### src/rtl/mp_cache_data_ctrl_pkg.sv
// Shared types and sizing for the cache data-array controller.
// Every width is derived from the array geometry below.
package mp_cache_data_pkg;
  localparam int NUM_SETS    = 16;
  localparam int LINE_WIDTH  = 256;
  localparam int BURST_WIDTH = 64;
  localparam int NUM_BEATS   = LINE_WIDTH / BURST_WIDTH;
  localparam int WMASK_WIDTH = LINE_WIDTH / 8;
  localparam int SET_WIDTH   = $clog2(NUM_SETS);
  localparam int BEAT_WIDTH  = $clog2(NUM_BEATS);
  localparam int LBIT_WIDTH  = $clog2(LINE_WIDTH);
  localparam int BBIT_WIDTH  = $clog2(BURST_WIDTH);

  localparam logic [BEAT_WIDTH-1:0] LAST_BEAT = BEAT_WIDTH'(NUM_BEATS - 1);

  typedef enum logic [1:0] {
    OP_READ  = 2'b00,
    OP_WRITE = 2'b01,
    OP_FILL  = 2'b10,
    OP_WB    = 2'b11
  } op_t;

  typedef enum logic [2:0] {
    ST_IDLE,
    ST_RD_RSP,
    ST_FILL,
    ST_FILL_WR,
    ST_WB_CAP,
    ST_WB_SEND
  } state_t;
endpackage

### src/rtl/mp_cache_data_ctrl_if.sv
// Bundle of the cache-FSM request/response, memory burst and data-array ports.
// The slave modport is the controller; the master modport is its surroundings.
interface mp_cache_data_ctrl_if;
  logic                                       req_valid;
  logic                                       req_ready;
  logic [1:0]                                 req_op;
  logic [mp_cache_data_pkg::SET_WIDTH-1:0]    req_set;
  logic [mp_cache_data_pkg::WMASK_WIDTH-1:0]  req_wmask;
  logic [mp_cache_data_pkg::LINE_WIDTH-1:0]   req_wdata;
  logic                                       rsp_valid;
  logic [mp_cache_data_pkg::LINE_WIDTH-1:0]   rsp_rdata;
  logic                                       xfer_done;
  logic                                       mem_rvalid;
  logic [mp_cache_data_pkg::BURST_WIDTH-1:0]  mem_rdata;
  logic                                       mem_wvalid;
  logic                                       mem_wready;
  logic [mp_cache_data_pkg::BURST_WIDTH-1:0]  mem_wdata;
  logic                                       sram_csb0;
  logic                                       sram_web0;
  logic [mp_cache_data_pkg::WMASK_WIDTH-1:0]  sram_wmask0;
  logic [mp_cache_data_pkg::SET_WIDTH-1:0]    sram_addr0;
  logic [mp_cache_data_pkg::LINE_WIDTH-1:0]   sram_din0;
  logic [mp_cache_data_pkg::LINE_WIDTH-1:0]   sram_dout0;

  modport slave (
    input  req_valid, req_op, req_set, req_wmask, req_wdata,
    input  mem_rvalid, mem_rdata, mem_wready, sram_dout0,
    output req_ready, rsp_valid, rsp_rdata, xfer_done,
    output mem_wvalid, mem_wdata,
    output sram_csb0, sram_web0, sram_wmask0, sram_addr0, sram_din0
  );

  modport master (
    output req_valid, req_op, req_set, req_wmask, req_wdata,
    output mem_rvalid, mem_rdata, mem_wready, sram_dout0,
    input  req_ready, rsp_valid, rsp_rdata, xfer_done,
    input  mem_wvalid, mem_wdata,
    input  sram_csb0, sram_web0, sram_wmask0, sram_addr0, sram_din0
  );
endinterface

### src/rtl/mp_cache_line_buf.sv
// Line buffer shared by fill (beat-indexed load) and writeback (parallel load, then
// shift out low beat first), with the beat counter that sequences both.
module mp_cache_line_buf
  import mp_cache_data_pkg::*;
(
  input  logic                   clk,
  input  logic                   rst_n,
  input  logic                   i_clr,
  input  logic                   i_beat_load,
  input  logic [BURST_WIDTH-1:0] i_beat_data,
  input  logic                   i_par_load,
  input  logic [LINE_WIDTH-1:0]  i_par_data,
  input  logic                   i_shift,
  output logic [LINE_WIDTH-1:0]  o_line,
  output logic [BEAT_WIDTH-1:0]  o_beat_cnt
);
  logic [LINE_WIDTH-1:0] r_line;
  logic [BEAT_WIDTH-1:0] r_cnt;
  logic [LBIT_WIDTH-1:0] w_base;

  assign w_base = {r_cnt, {BBIT_WIDTH{1'b0}}};

  always_ff @(posedge clk or negedge rst_n) begin
    if (!rst_n) begin
      r_line <= '0;
      r_cnt  <= '0;
    end else begin
      if (i_clr)
        r_cnt <= '0;
      else if (i_beat_load || i_shift)
        r_cnt <= r_cnt + 1'b1;

      if (i_par_load)
        r_line <= i_par_data;
      else if (i_beat_load)
        r_line[w_base +: BURST_WIDTH] <= i_beat_data;
      else if (i_shift)
        r_line <= r_line >> BURST_WIDTH;
    end
  end

  assign o_line     = r_line;
  assign o_beat_cnt = r_cnt;
endmodule

### src/rtl/mp_cache_data_ctrl.sv
// Data-array controller: hit reads/writes go straight to the array from IDLE;
// fills and writebacks stage a whole line through mp_cache_line_buf.
//
//   state      | meaning
//   IDLE       | accepting requests; reads/writes drive the array directly
//   RD_RSP     | array read data returned on rsp_rdata
//   FILL       | collecting memory beats into the line buffer
//   FILL_WR    | full-line array write of the assembled fill, response pulse
//   WB_CAP     | array read data captured into the line buffer
//   WB_SEND    | streaming the line out to memory, low beat first
module mp_cache_data_ctrl
  import mp_cache_data_pkg::*;
(
  input  logic               clk,
  input  logic               rst_n,
  mp_cache_data_ctrl_if.slave bus
);
  state_t                 r_state;
  logic [SET_WIDTH-1:0]   r_set;
  logic                   r_ready_en;

  logic                   w_accept;
  op_t                    w_op;
  logic                   w_fill_beat;
  logic                   w_wb_hs;
  logic                   w_last;
  logic [LINE_WIDTH-1:0]  w_line;
  logic [BEAT_WIDTH-1:0]  w_beat_cnt;

  assign w_op        = op_t'(bus.req_op);
  assign w_accept    = bus.req_valid && bus.req_ready;
  assign w_fill_beat = (r_state == ST_FILL) && bus.mem_rvalid;
  assign w_wb_hs     = (r_state == ST_WB_SEND) && bus.mem_wready;
  assign w_last      = (w_beat_cnt == LAST_BEAT);

  mp_cache_line_buf u_line_buf (
    .clk         (clk),
    .rst_n       (rst_n),
    .i_clr       (w_accept && (w_op == OP_FILL || w_op == OP_WB)),
    .i_beat_load (w_fill_beat),
    .i_beat_data (bus.mem_rdata),
    .i_par_load  (r_state == ST_WB_CAP),
    .i_par_data  (bus.sram_dout0),
    .i_shift     (w_wb_hs),
    .o_line      (w_line),
    .o_beat_cnt  (w_beat_cnt)
  );

  // r_ready_en keeps req_ready low until the first edge after reset release.
  always_ff @(posedge clk or negedge rst_n) begin
    if (!rst_n) begin
      r_state    <= ST_IDLE;
      r_set      <= '0;
      r_ready_en <= 1'b0;
    end else begin
      r_ready_en <= 1'b1;
      case (r_state)
        ST_IDLE: begin
          if (w_accept) begin
            r_set <= bus.req_set;
            case (w_op)
              OP_READ:  r_state <= ST_RD_RSP;
              OP_FILL:  r_state <= ST_FILL;
              OP_WB:    r_state <= ST_WB_CAP;
              default:  r_state <= ST_IDLE;
            endcase
          end
        end
        ST_RD_RSP:  r_state <= ST_IDLE;
        ST_FILL:    if (w_fill_beat && w_last) r_state <= ST_FILL_WR;
        ST_FILL_WR: r_state <= ST_IDLE;
        ST_WB_CAP:  r_state <= ST_WB_SEND;
        ST_WB_SEND: if (w_wb_hs && w_last) r_state <= ST_IDLE;
        default:    r_state <= ST_IDLE;
      endcase
    end
  end

  assign bus.req_ready = r_ready_en && (r_state == ST_IDLE);

  always_comb begin
    bus.sram_csb0   = 1'b1;
    bus.sram_web0   = 1'b1;
    bus.sram_wmask0 = '0;
    bus.sram_addr0  = '0;
    bus.sram_din0   = '0;
    if (r_state == ST_IDLE && w_accept) begin
      bus.sram_csb0  = 1'b0;
      bus.sram_addr0 = bus.req_set;
      if (w_op == OP_WRITE) begin
        bus.sram_web0   = 1'b0;
        bus.sram_wmask0 = bus.req_wmask;
        bus.sram_din0   = bus.req_wdata;
      end
    end else if (r_state == ST_FILL_WR) begin
      bus.sram_csb0   = 1'b0;
      bus.sram_web0   = 1'b0;
      bus.sram_wmask0 = '1;
      bus.sram_addr0  = r_set;
      bus.sram_din0   = w_line;
    end
  end

  always_comb begin
    bus.rsp_rdata = '0;
    if (r_state == ST_RD_RSP)
      bus.rsp_rdata = bus.sram_dout0;
    else if (r_state == ST_FILL_WR)
      bus.rsp_rdata = w_line;
  end

  assign bus.rsp_valid  = (r_state == ST_RD_RSP) || (r_state == ST_FILL_WR);
  assign bus.mem_wvalid = (r_state == ST_WB_SEND);
  assign bus.mem_wdata  = (r_state == ST_WB_SEND) ? w_line[BURST_WIDTH-1:0] : '0;
  assign bus.xfer_done  = w_wb_hs && w_last;
endmodule

### src/flat_wrapper.sv
// flat-port wrapper written by rule: the top's interface ports become plain ports
module mp_cache_data_ctrl_flat import mp_cache_data_pkg::*;
  (clk, rst_n, bus_req_valid, bus_req_op, bus_req_set, bus_req_wmask, bus_req_wdata, bus_mem_rvalid, bus_mem_rdata, bus_mem_wready, bus_sram_dout0, bus_req_ready, bus_rsp_valid, bus_rsp_rdata, bus_xfer_done, bus_mem_wvalid, bus_mem_wdata, bus_sram_csb0, bus_sram_web0, bus_sram_wmask0, bus_sram_addr0, bus_sram_din0);
  mp_cache_data_ctrl_if bus_i ();
  input  logic clk;
  input  logic rst_n;
  input wire logic [$bits(bus_i.req_valid)-1:0] bus_req_valid;
  input wire logic [$bits(bus_i.req_op)-1:0] bus_req_op;
  input wire logic [$bits(bus_i.req_set)-1:0] bus_req_set;
  input wire logic [$bits(bus_i.req_wmask)-1:0] bus_req_wmask;
  input wire logic [$bits(bus_i.req_wdata)-1:0] bus_req_wdata;
  input wire logic [$bits(bus_i.mem_rvalid)-1:0] bus_mem_rvalid;
  input wire logic [$bits(bus_i.mem_rdata)-1:0] bus_mem_rdata;
  input wire logic [$bits(bus_i.mem_wready)-1:0] bus_mem_wready;
  input wire logic [$bits(bus_i.sram_dout0)-1:0] bus_sram_dout0;
  output wire logic [$bits(bus_i.req_ready)-1:0] bus_req_ready;
  output wire logic [$bits(bus_i.rsp_valid)-1:0] bus_rsp_valid;
  output wire logic [$bits(bus_i.rsp_rdata)-1:0] bus_rsp_rdata;
  output wire logic [$bits(bus_i.xfer_done)-1:0] bus_xfer_done;
  output wire logic [$bits(bus_i.mem_wvalid)-1:0] bus_mem_wvalid;
  output wire logic [$bits(bus_i.mem_wdata)-1:0] bus_mem_wdata;
  output wire logic [$bits(bus_i.sram_csb0)-1:0] bus_sram_csb0;
  output wire logic [$bits(bus_i.sram_web0)-1:0] bus_sram_web0;
  output wire logic [$bits(bus_i.sram_wmask0)-1:0] bus_sram_wmask0;
  output wire logic [$bits(bus_i.sram_addr0)-1:0] bus_sram_addr0;
  output wire logic [$bits(bus_i.sram_din0)-1:0] bus_sram_din0;
  assign bus_i.req_valid = bus_req_valid;
  assign bus_i.req_op = bus_req_op;
  assign bus_i.req_set = bus_req_set;
  assign bus_i.req_wmask = bus_req_wmask;
  assign bus_i.req_wdata = bus_req_wdata;
  assign bus_i.mem_rvalid = bus_mem_rvalid;
  assign bus_i.mem_rdata = bus_mem_rdata;
  assign bus_i.mem_wready = bus_mem_wready;
  assign bus_i.sram_dout0 = bus_sram_dout0;
  assign bus_req_ready = bus_i.req_ready;
  assign bus_rsp_valid = bus_i.rsp_valid;
  assign bus_rsp_rdata = bus_i.rsp_rdata;
  assign bus_xfer_done = bus_i.xfer_done;
  assign bus_mem_wvalid = bus_i.mem_wvalid;
  assign bus_mem_wdata = bus_i.mem_wdata;
  assign bus_sram_csb0 = bus_i.sram_csb0;
  assign bus_sram_web0 = bus_i.sram_web0;
  assign bus_sram_wmask0 = bus_i.sram_wmask0;
  assign bus_sram_addr0 = bus_i.sram_addr0;
  assign bus_sram_din0 = bus_i.sram_din0;
  mp_cache_data_ctrl u_core (.clk(clk), .rst_n(rst_n), .bus(bus_i));
endmodule
### config.mk
export PLATFORM = sky130hd
export DESIGN_NAME = mp_cache_data_ctrl_flat
export DESIGN_NICKNAME = d
export VERILOG_FILES = /design/src/rtl/mp_cache_data_ctrl_pkg.sv /design/src/rtl/mp_cache_data_ctrl_if.sv /design/src/rtl/mp_cache_line_buf.sv /design/src/rtl/mp_cache_data_ctrl.sv /design/src/flat_wrapper.sv
export SDC_FILE = /design/constraint.sdc
export NUM_CORES = 1
export LEC_CHECK = 0
export BUFFER_PORTS_ARGS = -buffer_cell sky130_fd_sc_hd__buf_2
export CORE_AREA = 2 2 485 487
export DETAILED_ROUTE_END_ITERATION = 16
export DIE_AREA = 0 0 487 489
export REMOVE_ABC_BUFFERS = 1
export SLEW_MARGIN = 40
export SYNTH_ARGS = -nofsm -noshare
export SYNTH_HDL_FRONTEND = slang
export SYNTH_HIERARCHICAL = 1
export SYNTH_SLANG_ARGS = --single-unit
### constraint.sdc
create_clock -name clk -period 2.25 [get_ports clk]
set_clock_uncertainty 0.05 [all_clocks]
set_input_delay 0.675 -clock clk [delete_from_list [all_inputs] [get_ports clk]]
set_output_delay 0.675 -clock clk [all_outputs]
set_load 0.03 [all_outputs]
==> flow_summary.toml, run 1 <==
[outcome]
status = "finished, violations left"
violations = "setup timing"

[global_routing]
grt_pass1_wl_um = 349400
grt_max_degree = 79
grt_pass1_vias = 31000
antenna_found_initial = 244
grt.overflow.total = 0
groute.usage.overall_pct = 22.50

[pwr]
power_mw = 51.60
power_density_nw_per_um2 = 1135
ir_drop_mv = 0.5777
p_leak_nw = 19.53

[floorplan]
fp.dieArea_um2 = 238100
rows = 178
core_area_um2 = 233600
die_x_um = 487
die_h_um = 489
start_util_pct = 10.09
top_level_ports = 1237

[detailed_routing]
vias = 32770
drt_iter0_drc = 3489
topRoutingLayerUsed = "met5"
routed_wl_um = 286400
met2_length_um = 121800
vias_per_cell = 4.530
drc = 0
wl_met3_um = 34880
ant_nets = 0
wl_met1_um = 112300
first_pass_iters = 6
routedWlPerCell_um = 39.59

[place]
port_buffers = 1236
dp_hpwl_um = 231400
gp_congestion = 1.048

[final_layout]
drive_above_1_share_pct = 49.21
area_delta_synth_final_pct = 92.82
fin_util_pct = 19.45
fin_nets = 4665

[cts]
numCtsBuffers = 43
clkLatencyLatePin_ps = 660
cts.htree.levels = 2
clk_pin_slew_ps = 60
cts_buffer_depth = 3
cts_tree = "done"
cts_root_buffer = "clkbuf_16"
clock-sinks = 266

[worst_setup_path]
cp-end-kind = "output pin"
crit_start = "u_core/r_state[1]"
regToRegStartpoint = "u_core/r_state[1]"
cp_max_fo = 6
crit_path_start_kind = "register"
reg2reg_setup_slack_ps = -660
critPathKind = "reg2out"
worst_r2r_path_depth = 10
crit_end = "bus_sram_din0[230]"
required_ps = 1520
cp_data_arrival_time_ps = 2830
r2r-end = "u_core/u_line_buf/o_line[38]"

[timing]
tightest_slew_ps = 627.7
finalHoldViolCount = 0
hold_slack_ps = 215.9
rsz0062_at_grt = "yes"
timing.final.crit_share_pct = 158.2
timing.slew.headroom_pct = 58.16
finalSetupViolCount = 874
layout_setup_ws_ps = -1309
finalCriticalPeriod_ps = 3559
slew_viol_final = 0
finalSetupTns_ps = -799340
clock.fmax_mhz = 281.0

[synthesis]
synth-edff-count = 0
synth-seq-area-share_pct = 28.24
synth_seq_cells = 266
syn_area_um2 = 23570
avgSynthCellArea_um2 = 8.972
ys_async_sr_fraction_pct = 100.0
ys.flop_type = "dfrtp_1"
yosysUniqueCellTypes = 46
synth_cells = 2627
ys.warnings.count = 6

[run]
max-cap-violations = 0

[min_path]
hold_class = "in2reg"
[placed cells by master, fill, tap and decap left out, types with 29 or more instances in the layout]
cell type,netlist,layout
buf_2,141,850
buf_12,0,291
buf_4,20,275
dfrtp_1,266,264
mux2i_1,256,228
nor2_1,260,226
buf_6,21,220
o31ai_1,193,193
nand2b_1,193,192
o2bb2ai_1,192,192
and2_1,194,191
a22o_4,0,134
a22o_1,261,127
nor2b_1,129,127
a221oi_1,127,127
diode_2,0,104
clkbuf_16,0,65
a221o_1,64,64
a311oi_1,64,64
a21o_1,32,32
buf_16,0,29
[routing by layer]
layer  track usage, %  up-vias
met4            11.06      144
met2            33.49     2473
met1            27.20    16380
met3            10.29      696
met5                0        -
li1                 -    13080
[final cells by class]
type                    count  area [um2]
fillers                 25920      188200
multi-input cells        2016       16920
repair buffers           1709       16280
flip-flops and latches    266        6664
well taps                3060        3829
clock buffers              56        1247
diodes                    104       260.3
clock inverters            18       226.5
inverters                   5       23.77
[metrics by stage]
| step | cells | area, um2 | setup WS (ps) |
|---|---|---|---|
| final | 7234 | 45450 | -1309 |
| after global routing | 7186 | 45330 | -1415 |
| after floorplan | 2287 | 21860 | -72530 |
| after detailed placement | 6971 | 38770 | -1460 |
| after global placement | 6971 | 38770 | -1464 |
| after CTS | 7095 | 42930 | -1586 |
[flip-flops by register name, indices dropped and copies added (netlist names)]
name,count
u_core/u_line_buf/o_line,256
u_core/r_set,4
u_core/u_line_buf/o_beat_cnt,2
u_core/r_state,3
u_core/r_ready_en,1
[kinds of logic after synthesis]
logic type | after synthesis | synth area share [%]
AOI/OAI and AO/OA | 942 | 34.11
adders and majority gates | 5 | 0.2654
other | 1 | 0.01591
buffers and inverters | 345 | 7.336
xor gates and xnor gates | 1 | 0.03717
DFF | 266 | 28.24
and+or+nand+nor | 807 | 18.94
muxes | 260 | 11.06
[synth_stat cells (5+ instances only)]
library cell	instances	area, um2
mux2i_1	256	2562
and2_1	194	1214
buf_2	141	705.7
ha_1	5	62.56
and2_0	5	31.28
a21o_1	32	240.2
o2bb2ai_1	192	1682
a22o_1	261	2286
a221o_1	64	640.6
buf_6	21	236.5
nor2_1	260	975.9
a311oi_1	64	560.5
dfrtp_1	266	6656
nor2b_1	129	807.0
o31ai_1	193	1449
nand2b_1	193	1207
clkbuf_1	152	570.6
a221oi_1	127	1112
buf_4	20	150.1
[timing repair]
action,4_1_cts,5_1_grt
pin swaps,31,76
hold buffers,1,0
gates cloned,22,23
resized for setup,436,438
setup endpoints to repair,874,874
setup buffers,30,36
hold endpoints to repair,31,0
[how the worst min path moves through the flow]
stage                          from                end  depth (start not counted)
floorplan                     rst_n  u_core/r_ready_en                          0
global placement    u_core/r_set[2]    u_core/r_set[2]                          1
finish               bus_req_set[3]    u_core/r_set[3]                          2
global route         bus_req_set[3]    u_core/r_set[3]                          2
detailed placement  u_core/r_set[3]    u_core/r_set[3]                          1
CTS                  bus_req_set[2]    u_core/r_set[2]                          2
[where the power goes]
| group | internal (mW) | total, mW | switching, mW |
|---|---|---|---|
| clock | 4.44 | 7.59 | 3.15 |
| combinational | 14.3 | 33.6 | 19.3 |
| sequential | 6.64 | 10.4 | 3.77 |
| total | 25.4 | 51.6 | 26.2 |
[worst max-delay path: stages, from the launching register on]
cell and delay (ps):
dfrtp_4 470, or3_4 360, nor4_4 150, buf_6 160, buf_12 140, buf_16 190
buf_16 200, clkbuf_16 170, a22o_1 160, buf_6 140
Note: power is estimated with default switching activity, not from simulation.
==> run 2: changes to the inputs <==
--- a/config.mk
+++ b/config.mk
@@ -6,9 +6,9 @@
 export NUM_CORES = 1
 export LEC_CHECK = 0
 export BUFFER_PORTS_ARGS = -buffer_cell sky130_fd_sc_hd__buf_2
-export CORE_AREA = 2 2 485 487
+export CORE_AREA = 2 2 486 488
 export DETAILED_ROUTE_END_ITERATION = 16
-export DIE_AREA = 0 0 487 489
+export DIE_AREA = 0 0 488 490
 export REMOVE_ABC_BUFFERS = 1
 export SLEW_MARGIN = 40
 export SYNTH_ARGS = -nofsm -noshare
==> constraint.sdc (replaced) <==
create_clock -name clk -period 3.85 [get_ports clk]
set_clock_uncertainty 0.05 [all_clocks]
set_input_delay 1.155 -clock clk [delete_from_list [all_inputs] [get_ports clk]]
set_output_delay 1.155 -clock clk [all_outputs]
set_load 0.03 [all_outputs]
==> run 2 against run 1 <==
  * The run still ends with setup timing left
  * Clock power fell by 46%
  * Critical path depth fell by 2
  * Combinational power fell by 49%
  * Design area fell by 8.0%
  * Largest power group unchanged
  * First-iteration DRC count rose by 0.11%
==> flow_summary.toml, run 2 (synthesized netlist as in run 1, its figures left out) <==
[floorplan]
start_util_pct = 10.07
die_x_um = 488
fp.dieArea_um2 = 239100
core_area_um2 = 234100
top_level_ports = 1237
rows = 178
die_h_um = 490

[pwr]
ir_drop_mv = 0.5177
p_leak_nw = 17.88
power_density_nw_per_um2 = 659.2

[place]
dp_hpwl_um = 222200
dp_slack_ps = -592.2
dp_cells = 6833
gp_congestion = 1.027
port_buffers = 1236

[outcome]
status = "finished, violations left"
violations = "setup timing"

[worst_setup_path]
cp_common_cell = "buf_12"
critPathTopFamily = "buffers and inverters"
cp_max_fo = 6
worst-path-buf-inv = 4
required_ps = 2640
crit_chain = "or3_4 > nor4_4 > buf_12 > buf_16 > clkbuf_16 > a22o_2 > buf_12"
max_stage_delay_ps = 470
crit_path_start_kind = "register"
cp-end-kind = "output pin"
cp_data_arrival_time_ps = 2860
worst-path-stages = 7
crit_slowest_cell = "dfrtp_4"
critPathKind = "reg2out"
worst_r2r_path_depth = 10

[detailed_routing]
routed_wl_um = 280700
routedWlPerCell_um = 39.50
drt_iter0_drc = 3493
first_pass_iters = 6
vias_per_cell = 4.526
vias = 32170
drc = 0
ant_nets = 0

[min_path]
hold_class = "in2async"

[global_routing]
antenna_found_initial = 248
grt_max_degree = 146
grt_pass1_vias = 30080
grt.overflow.total = 0
groute.usage.overall_pct = 21.75
grt_pass1_wl_um = 339600

[timing]
timing.final.crit_share_pct = 105.7
finalHoldViolCount = 0
timing.slew.headroom_pct = 42.18
finalCriticalPeriod_ps = 4069
rsz0062_at_grt = "yes"
finalSetupTns_ps = -32120
tightest_slew_ps = 867.2
layout_setup_ws_ps = -218.5
slew_viol_final = 0
hold_slack_ps = 386.4
clock.fmax_mhz = 245.8
finalSetupViolCount = 305

[final_layout]
layout_common_cells = "905 x buf_2, 264 x dfrtp_1, 257 x nor2_1"
fin_nets = 4436
register_area_um2 = 6664
drive_above_1_share_pct = 44.91
multi_input_area_um2 = 16580
stdcell_count = 7107
area_delta_synth_final_pct = 77.36
fillerInstances = 26130
largest_reg_flops = 256
fin_util_pct = 17.86
final_common_cell = "buf_2"

[cts]
clk_pin_slew_ps = 60
cts_buffer_depth = 3
cts_root_buffer = "clkbuf_16"
holdBufCountCts = 0
clock-sinks = 266
cts_tree = "done"
numCtsBuffers = 41
cts.htree.levels = 2
clkLatencyLatePin_ps = 690

[run]
max-cap-violations = 0
## run 2: cell count changes in the layout (fill, tap and decap cells not counted), sizes merged
cell,previous run,this run
and3b,2,3
clkbuf,76,96
clkinv,10,8
diode,104,114
clkinvlp,3,1
bufbuf,0,1
bufinv,5,3
buf,1688,1443
inv,5,8
dlygate4sd3,1,0
## run 2: worst paths after layout
kind / from / to / slack (ps)
worst max-delay path: u_core/r_state[1] / bus_sram_din0[218] / -220
worst min-delay path: rst_n / u_core/u_line_buf/o_line[220] / 390
worst max register to register: u_core/r_state[1] / u_core/u_line_buf/o_line[24] / 500
worst min register to register: u_core/r_set[2] / u_core/r_set[2] / 460
max in group asynchronous: rst_n / u_core/u_line_buf/o_line[37] / 2350
min in group clk: u_core/r_set[2] / u_core/r_set[2] / 460
## run 2: routing by layer
layer	GRT usage, %	part of all wire (%)	routed length [um]	up-vias
met5	0	0.41	1144	-
met4	9.942	5.3	14740	140
met3	10.35	13	36270	700
met2	31.96	42	117600	2615
met1	26.57	40	111000	16110
li1	-	-	-	12610
## run 2: final cells by class
class,instances,share of cell area (%)
clock buffers,59,2.760
inverters,5,0.05687
clock inverters,15,0.4460
repair buffers,1481,31.02
flip-flops and latches,266,15.94
multi-input cells,2017,39.67
well taps,3150,9.428
diodes,114,0.6824
## run 2: report_power, final
part	switching [mW]	leakage, nW	internal, mW
clock	1.81	0.657	2.29
sequential	2.38	3.44	3.87
combinational	10.7	13.8	6.52
## run 2: metrics by stage
step / power, mW / instance area [um2]
2_1_floorplan: 14.02 / 21860
3_3_place_gp: 21.75 / 35980
3_5_place_dp: 21.94 / 36000
4_1_cts: 26.71 / 39450
5_1_grt: 28.46 / 41700
6_report: 27.56 / 41800
## run 2: what timing repair did
action / in CTS / in global routing
pin swaps: 41 / 40
cloned: 16 / 19
endpoints found under the setup margin: 331 / 316
setup buffers: 16 / 46
gates resized for setup: 354 / 365
